`src/rtl/heap_array_unit.sv`:
```
// heap_array_unit: shared heap-array manager for the program harness.
// Alloc/free with a LIFO free stack, element access and shifting edits.
module heap_array_unit #(
  parameter int WIDTH   = 12,
  parameter int NARRAYS = 4,
  parameter int NAREA   = 8,
  parameter int AW      = $clog2(NARRAYS),
  parameter int IW      = $clog2(NAREA + 1)
) (
  input  logic             clock,
  input  logic             reset,
  input  logic             cmd_valid,
  output logic             cmd_ready,
  input  logic [2:0]       cmd_op,
  input  logic [AW-1:0]    cmd_array,
  input  logic [IW-1:0]    cmd_index,
  input  logic [WIDTH-1:0] cmd_data,
  output logic             rsp_valid,
  output logic [WIDTH-1:0] rsp_data,
  output logic             rsp_error,
  output logic [AW:0]      arrays_in_use
);

  localparam int D  = NARRAYS * NAREA;
  localparam int HW = $clog2(D);

  localparam logic [1:0] S_IDLE  = 2'd0;
  localparam logic [1:0] S_SHIFT = 2'd1;
  localparam logic [1:0] S_RESP  = 2'd2;

  localparam logic [2:0] OP_ALLOC  = 3'd0;
  localparam logic [2:0] OP_FREE   = 3'd1;
  localparam logic [2:0] OP_READ   = 3'd2;
  localparam logic [2:0] OP_WRITE  = 3'd3;
  localparam logic [2:0] OP_SIZE   = 3'd4;
  localparam logic [2:0] OP_INSERT = 3'd5;
  localparam logic [2:0] OP_DELETE = 3'd6;
  localparam logic [2:0] OP_RESIZE = 3'd7;

  localparam logic [AW:0]   NA_MAX = (AW + 1)'(NARRAYS);
  localparam logic [IW-1:0] NE_MAX = IW'(NAREA);

  logic [1:0]       state_q, state_d;
  logic [WIDTH-1:0] heap_q [D];
  logic [WIDTH-1:0] heap_d [D];
  logic [IW-1:0]    size_q [NARRAYS];
  logic [IW-1:0]    size_d [NARRAYS];
  logic [AW-1:0]    fstk_q [NARRAYS];
  logic [AW-1:0]    fstk_d [NARRAYS];
  logic [NARRAYS-1:0] used_q, used_d;
  logic [AW:0]      acnt_q, acnt_d;
  logic [AW:0]      fsp_q, fsp_d;
  logic [AW:0]      inuse_q, inuse_d;
  logic [2:0]       op_q, op_d;
  logic [AW-1:0]    arr_q, arr_d;
  logic [IW-1:0]    ptr_q, ptr_d;
  logic [IW-1:0]    idx_q, idx_d;
  logic [WIDTH-1:0] dat_q, dat_d;
  logic [WIDTH-1:0] res_q, res_d;
  logic             err_q, err_d;
  logic             rv_q, rv_d;
  logic [WIDTH-1:0] rd_q, rd_d;
  logic             re_q, re_d;

  logic             accept;
  logic [IW-1:0]    sz;
  logic [AW-1:0]    top_idx;
  logic [AW-1:0]    hnd;
  logic             can_alloc;

  function automatic logic [HW-1:0] haddr(
    input logic [AW-1:0] a,
    input logic [IW-1:0] i
  );
    return HW'(a) * HW'(NAREA) + HW'(i);
  endfunction

  assign cmd_ready     = (state_q == S_IDLE) && reset;
  assign accept        = cmd_valid && cmd_ready;
  assign rsp_valid     = rv_q;
  assign rsp_data      = rd_q;
  assign rsp_error     = re_q;
  assign arrays_in_use = inuse_q;

  // Command execution, shift sequencing and response staging
  always_comb begin
    state_d = state_q;
    heap_d  = heap_q;
    size_d  = size_q;
    fstk_d  = fstk_q;
    used_d  = used_q;
    acnt_d  = acnt_q;
    fsp_d   = fsp_q;
    inuse_d = inuse_q;
    op_d    = op_q;
    arr_d   = arr_q;
    ptr_d   = ptr_q;
    idx_d   = idx_q;
    dat_d   = dat_q;
    res_d   = res_q;
    err_d   = err_q;
    rv_d    = 1'b0;
    rd_d    = '0;
    re_d    = 1'b0;

    sz        = size_q[cmd_array];
    top_idx   = fsp_q[AW-1:0] - 1'b1;
    can_alloc = (fsp_q != '0) || (acnt_q < NA_MAX);
    hnd       = (fsp_q != '0) ? fstk_q[top_idx]
                              : acnt_q[AW-1:0];

    case (state_q)
      S_IDLE: begin
        if (accept) begin
          op_d    = cmd_op;
          arr_d   = cmd_array;
          idx_d   = cmd_index;
          dat_d   = cmd_data;
          res_d   = '0;
          err_d   = 1'b0;
          state_d = S_RESP;
          case (cmd_op)
            OP_ALLOC: begin
              if (!can_alloc) begin
                err_d = 1'b1;
              end else begin
                if (fsp_q != '0) fsp_d = fsp_q - 1'b1;
                else acnt_d = acnt_q + 1'b1;
                used_d[hnd] = 1'b1;
                size_d[hnd] = '0;
                inuse_d     = inuse_q + 1'b1;
                res_d       = WIDTH'(hnd);
              end
            end
            OP_FREE: begin
              if (!used_q[cmd_array]) begin
                err_d = 1'b1;
              end else begin
                fstk_d[fsp_q[AW-1:0]] = cmd_array;
                fsp_d  = fsp_q + 1'b1;
                used_d[cmd_array] = 1'b0;
                inuse_d = inuse_q - 1'b1;
              end
            end
            OP_READ: begin
              if (!used_q[cmd_array] || cmd_index >= sz)
                err_d = 1'b1;
              else
                res_d = heap_q[haddr(cmd_array, cmd_index)];
            end
            OP_WRITE: begin
              if (!used_q[cmd_array] || cmd_index >= NE_MAX) begin
                err_d = 1'b1;
              end else begin
                heap_d[haddr(cmd_array, cmd_index)] = cmd_data;
                if (cmd_index >= sz)
                  size_d[cmd_array] = cmd_index + 1'b1;
              end
            end
            OP_SIZE: begin
              if (!used_q[cmd_array]) err_d = 1'b1;
              else res_d = WIDTH'(sz);
            end
            OP_RESIZE: begin
              if (!used_q[cmd_array] || cmd_index > NE_MAX)
                err_d = 1'b1;
              else
                size_d[cmd_array] = cmd_index;
            end
            OP_INSERT: begin
              if (!used_q[cmd_array] || sz == NE_MAX ||
                  cmd_index > sz) begin
                err_d = 1'b1;
              end else if (cmd_index == sz) begin
                heap_d[haddr(cmd_array, cmd_index)] = cmd_data;
                size_d[cmd_array] = sz + 1'b1;
              end else begin
                ptr_d   = sz - 1'b1;
                state_d = S_SHIFT;
              end
            end
            default: begin
              if (!used_q[cmd_array] || cmd_index >= sz) begin
                err_d = 1'b1;
              end else begin
                res_d = heap_q[haddr(cmd_array, cmd_index)];
                if (cmd_index == sz - 1'b1) begin
                  size_d[cmd_array] = sz - 1'b1;
                end else begin
                  ptr_d   = cmd_index;
                  state_d = S_SHIFT;
                end
              end
            end
          endcase
        end
      end
      S_SHIFT: begin
        if (op_q == OP_INSERT) begin
          heap_d[haddr(arr_q, ptr_q + 1'b1)] =
            heap_q[haddr(arr_q, ptr_q)];
          if (ptr_q == idx_q) begin
            heap_d[haddr(arr_q, idx_q)] = dat_q;
            size_d[arr_q] = size_q[arr_q] + 1'b1;
            state_d = S_RESP;
          end else begin
            ptr_d = ptr_q - 1'b1;
          end
        end else begin
          heap_d[haddr(arr_q, ptr_q)] =
            heap_q[haddr(arr_q, ptr_q + 1'b1)];
          if (ptr_q + IW'(2) == size_q[arr_q]) begin
            size_d[arr_q] = size_q[arr_q] - 1'b1;
            state_d = S_RESP;
          end else begin
            ptr_d = ptr_q + 1'b1;
          end
        end
      end
      S_RESP: begin
        rv_d    = 1'b1;
        rd_d    = err_q ? '0 : res_q;
        re_d    = err_q;
        state_d = S_IDLE;
      end
      default: state_d = S_IDLE;
    endcase
  end

  // Heap storage keeps its contents across reset
  always_ff @(posedge clock) begin
    heap_q <= heap_d;
  end

  // Control, bookkeeping and response registers
  always_ff @(posedge clock or negedge reset) begin
    if (!reset) begin
      state_q <= S_IDLE;
      size_q  <= '{default: '0};
      fstk_q  <= '{default: '0};
      used_q  <= '0;
      acnt_q  <= '0;
      fsp_q   <= '0;
      inuse_q <= '0;
      op_q    <= '0;
      arr_q   <= '0;
      ptr_q   <= '0;
      idx_q   <= '0;
      dat_q   <= '0;
      res_q   <= '0;
      err_q   <= 1'b0;
      rv_q    <= 1'b0;
      rd_q    <= '0;
      re_q    <= 1'b0;
    end else begin
      state_q <= state_d;
      size_q  <= size_d;
      fstk_q  <= fstk_d;
      used_q  <= used_d;
      acnt_q  <= acnt_d;
      fsp_q   <= fsp_d;
      inuse_q <= inuse_d;
      op_q    <= op_d;
      arr_q   <= arr_d;
      ptr_q   <= ptr_d;
      idx_q   <= idx_d;
      dat_q   <= dat_d;
      res_q   <= res_d;
      err_q   <= err_d;
      rv_q    <= rv_d;
      rd_q    <= rd_d;
      re_q    <= re_d;
    end
  end

endmodule

```
`config.mk`:
```
export PLATFORM = sky130hd
export DESIGN_NAME = heap_array_unit
export DESIGN_NICKNAME = d
export VERILOG_FILES = /design/src/rtl/heap_array_unit.sv
export SDC_FILE = /design/constraint.sdc
export NUM_CORES = 2
export LEC_CHECK = 0
export CAP_MARGIN = 30
export CORE_MARGIN = 2
export CORE_UTILIZATION = 35
export DETAILED_ROUTE_END_ITERATION = 6
export PLACE_DENSITY = 0.47
export RECOVER_POWER = 100
export SLEW_MARGIN = 20
export SYNTH_ARGS = -nofsm -noshare
export SYNTH_HDL_FRONTEND = slang
export SYNTH_SLANG_ARGS = --single-unit
```
`constraint.sdc`:
```
create_clock -name clock -period 4.76 [get_ports clock]
set_input_delay 0.952 -clock clock [delete_from_list [all_inputs] [get_ports clock]]
set_output_delay 0.952 -clock clock [all_outputs]
set_load 0.02 [all_outputs]
```
; Word-level counts from Yosys, hierarchy flattened
; Index checks and enable logic that the tools add are counted.
[op_classes]
shifts = 0
magnitude_cmp = 26
mul = 0
eq_ne = 36
bitwise_logic = 15
add_sub_neg = 18
n_mux = 119
div = 0
n_reduce_logical = 37
[op_table]
columns = cell, count
row1 = $mux W384, 6
row2 = $bwmux W384, 4
row3 = $pmux W384 S2, 2
row4 = $demux W12 S5, 4
row5 = $mux W16, 12
row6 = $bmux W12 S5, 3
row7 = $mux W12, 13
row8 = $bwmux W16, 6
row9 = $pmux W16 S5, 1
row10 = $mux W4, 18
row11 = $pmux W12 S3, 1
row12 = $ne A3 B3 Y1 const B, 11
row13 = $pmux W16 S2, 1
row14 = $mux W2, 13
row15 = $demux W4 S2, 3
row16 = $ge A6 B6 Y1 const B, 4
row17 = $lt A6 B1 Y1 const B, 4
row18 = $not A5 Y6, 4
row19 = $pmux W4 S2, 3
row20 = $add A5 B4 Y5, 4
row21 = $add A4 B1 Y4 const B, 4
row22 = $and A16 B16 Y16, 1
row23 = $bmux W4 S2, 2
row24 = $eq A4 B4 Y1, 4
row25 = 59 further kinds, 123
[word_totals]
mem_bits_rw = 0
latchBits = 0
elab_cells = 306
memories = 0
ff_bits = 475
input_bits = 24
out_inout_bits = 18
romBits = 0

; Depth between registers and ports, before layout
[depth]
depth_word = 17
mapped_depth = 17
depth_no_buf = 11

; Least setup slack after synthesis
; No wires, ideal clock.
[synth_path]
path_type = input port to flip-flop
startpoint = in cmd_index[0]
endpoint = reg heap_q[108] (netlist bit), enable pin
path_slack_ns = -0.354
setup_ns = 0.402
arrival_time_ns = 4.711
path_stages = 12
path_cell_list = buf_2 > clkbuf_1 > clkbuf_1 > clkbuf_1 > inv_1 > ha_1 > and4_1 > a2111oi_0 > or2_2 > clkbuf_1 > clkbuf_1 > a221oi_1
[synth_between]
elab_chain_cells = 4
[synth_lines]
columns = item, line
row1 = start: declaration, 16  ; input logic [IW-1:0] cmd_index,
row2 = $gt A4 B4 Y1 or $ge A4 B4 Y1 (tied branches), "172, 152"
row3 = "$logic_or A1 B1 Y1, on equally long branches", "171, 152"
row4 = $ne A3 B3 Y1 (no source line), -
row5 = $reduce_and A6 Y1 (no source line) (*), -
row6 = end signal: assignment, 232  ; heap_q <= heap_d;
row7 = end: declaration, 44  ; logic [WIDTH-1:0] heap_q [D];
; Mark *: on every way between the ends. The rest lies on a longest branch, timed or not.
; A chain may end at the register's enable or synchronous reset.

==> out/qor.csv <==
metric,value,unit
Synth async-reset ratio,19.2,%
Root Buffer,clkbuf_16,
clock sink total,475,
Post-Route Setup TNS,0,ns
status,finished with violations,
# DRC,0,
critical path startpoint category,register,
clk buf depth,3,
HPWL after detailed placement,160,mm
# rows,124,
Reg power frac,15.5,%
Post-CTS Setup Bufs,0,
FF-to-FF setup slack,0.21,ns
via count,41700,
"Power, Total",32.7,mW
WP data required,5.24,ns
critical path peak fanout,13,
Psw,19.2,mW
Peak VDD IR,0.00103,V
routed len/inst,39.7,um
chip width,343,um
routability cong.,1.09,
CTS Buf Count,66,
Worst EP arrival,5.04,ns
Layout area overhead,14.3,%
placed cells,5696,
IO Pins,42,
final wirelength,231,mm
RR Startpoint,ptr_q[1],
Critical Path Max Stage Delay,0.77,ns
Hold Crit Class,register to register,
Worst Setup End Kind,register,
"Seq/Total Area, Yosys",34.3,%
Max Clk Rate,220,MHz
Synth warnings,0,
unrepaired setup endpoints after global routing,false,
Hold Startpoint,arrays_in_use[2],
gr usage total,38.5,%
fin crit share,95.7,%
share of layout cells above drive strength 1,19.6,%
Syn Std Cell Area,0.0402,mm^2
NumNets Final,4324,
Buffers on Ports,41,
antenna-violating nets left,0,
final setup vio count,0,
Crit. Startpoint,ptr_q[1],
normalized max-slew margin,-61.7,%
synthesis-stage register bit count,475,
Avg Vias per Cell,7.15,
clock power share,15.2,%
CTS-repair resized insts,0,
die area,0.118,mm^2
vias in the first global route,37900,
global-route wire length before repair,317,mm
CTS Hold Bufs,0,
Clock H-tree levels,3,
"commonest non-fill, non-tap cell in the layout",nand2_1,
total leakage power,15.1,nW
measured slew at the worst slew-check pin,2.43,ns
Power Density,712,mW/mm^2
synth top area cells,"edfxtp_1 (29%), mux4_2 (17%), o221ai_1 (7.6%)",
worst skew pair latency,0.67,ns
"EDFF count, synth",384,
worst hold path depth,1,
largest net degree at the start of global routing,106,
Yosys cell types,69,
Starting Density,35.2,%
area of the core,0.114,mm^2
final hold vios,0,
first drt pass iteration count,6,
Iter 0 DRT Violations,6363,
TritonCTS clock tree,yes,
Yosys top cell by area,edfxtp_1,
Finished Layout Cells,5828,
Mapped Cells,4299,
clock period minus worst slack,4.55,ns
Internal Power,13.6,mW
Final Core Density,40.3,%
Avg Synthesized Cell Area,9.36,um^2
maxcap violations,2,
sw frac,58.5,%
Final Skew,0.0325,ns
post-synth top area share,28.7,%
Clock transition at path regs,0.06,ns
CP max-delay cell,ha_1,
remaining global-route overflow,0,
Comb pwr share,69.3,%
DIE HEIGHT,343,um
fillers,11400,
main flop type after synthesis,edfxtp_1,
failing checks,"max-capacitance violations, max-slew violations",
FF-to-FF End,heap_q[100],
critical path class,register to register,
Post-Place Setup Slack,0.0350,ns
crit path cell chain,"ha_1, nand2_1, xnor2_1, ha_1, or3_1, buf_4, o22ai_1, nor4_1, clkbuf_2, nand2_1, o221ai_1",
syn nets,4357,
Worst Hold Path EP,arrays_in_use[2],
setup ws final,0.207,ns
initial antenna violation count,16,
reg2reg path depth,11,
Pins Over Slew Limit,72,
most frequent cells in the layout,"nand2_1 (568), nor2_1 (500), a21oi_1 (410)",
==> power by group through the flow <==
stage	clock network, mW	logic, mW	registers (mW)
2_1_floorplan	0	9.80	4.95
3_3_place_gp	0	21.6	5.16
3_5_place_dp	0	21.6	5.15
4_1_cts	5.03	21.7	5.07
5_1_grt	5.20	22.3	5.10
6_report	4.98	22.7	5.08
==> through the flow <==
step	hold slack, ns	instance area [um^2]
finish	0.464	46000
detailed placement	0.456	44100
global route	0.499	46000
global placement	0.452	44000
floorplan	0.439	40200
CTS	0.437	46100
==> logic make-up (layout without fill, tap and decap cells) <==
| group | count (synthesis) | in the layout | synth area share, % |
|---|---|---|---|
| AOI/OAI and AO/OA | 1517 | 1517 | 26.1 |
| and+or+nand+nor | 1319 | 1319 | 13.8 |
| buffers and inverters | 548 | 561 | 5.24 |
| DFF | 475 | 475 | 34.3 |
| muxes | 365 | 365 | 18.4 |
| xor gates and xnor gates | 41 | 41 | 0.930 |
| adders and majority gates | 34 | 34 | 1.09 |
| other | 0 | 4 | 0 |
==> synth_stat cells, types with 15 or more instances <==
cell / n
mux4_2: 299
and3_1: 17
mux2i_1: 45
ha_1: 32
nor4_1: 24
buf_2: 41
nand3_1: 47
a211oi_1: 368
xnor2_1: 28
a22oi_1: 56
o221ai_1: 349
clkbuf_1: 445
nor2_1: 504
a21oi_1: 410
nand2_1: 578
inv_1: 23
buf_1: 37
dfrtp_1: 91
a221oi_1: 30
o21ai_1: 40
o21ai_0: 79
edfxtp_1: 384
mux2_2: 17
nand2b_1: 15
o22ai_1: 86
and2_1: 44
a32oi_1: 36
==> state kept, by name, indices dropped and copies added, names as in the netlist, 3 cells and up <==
signal,cells
used_q,4
fstk_q,8
op_q,3
arrays_in_use,3
heap_q,384
res_q,12
idx_q,4
fsp_q,3
dat_q,12
rsp_data,12
ptr_q,4
size_q,16
acnt_q,3
==> area by class of cell <==
class	count	area, um^2	area share [%]
antenna	4	10.0	0.0218
clock buffer	81	1750	3.80
clock inverter	33	315	0.685
inverter	25	93.8	0.204
multi-input combinational	3276	24600	53.4
sequential	475	13800	30.1
tap	1512	1890	4.11
timing repair buffer	422	3560	7.75
==> critical path, delay by kind of cell, from the launching register on <==
kind                       cells  cell delay, ns
adders and majority gates      2            1.02
buffers and inverters          2            0.89
xor gates and xnor gates       1            0.17
AOI/OAI and AO/OA              2            0.24
DFF                            1            0.62
and+or+nand+nor                4            1.38
==> how the worst max path moves through the flow <==
stage	to	slack, ns	cells past startpoint
final	heap_q[100]	0.21	11
after global routing	heap_q[321]	0.19	10
after CTS	heap_q[345]	0.50	11
after detailed placement	heap_q[70]	0.03	9
after global placement	heap_q[309]	0.05	9
after floorplan	heap_q[108]	-0.35	12
==> layer usage <==
layer	track usage, %	part of all wire, %	vias to the layer above
met4	19.4	6.1	12
li1	-	-	17000
met2	56.1	42	3251
met5	0	0.034	-
met1	50.6	38	20800
met3	13.1	13	640
No activity file was read; power rests on OpenSTA's default activity.
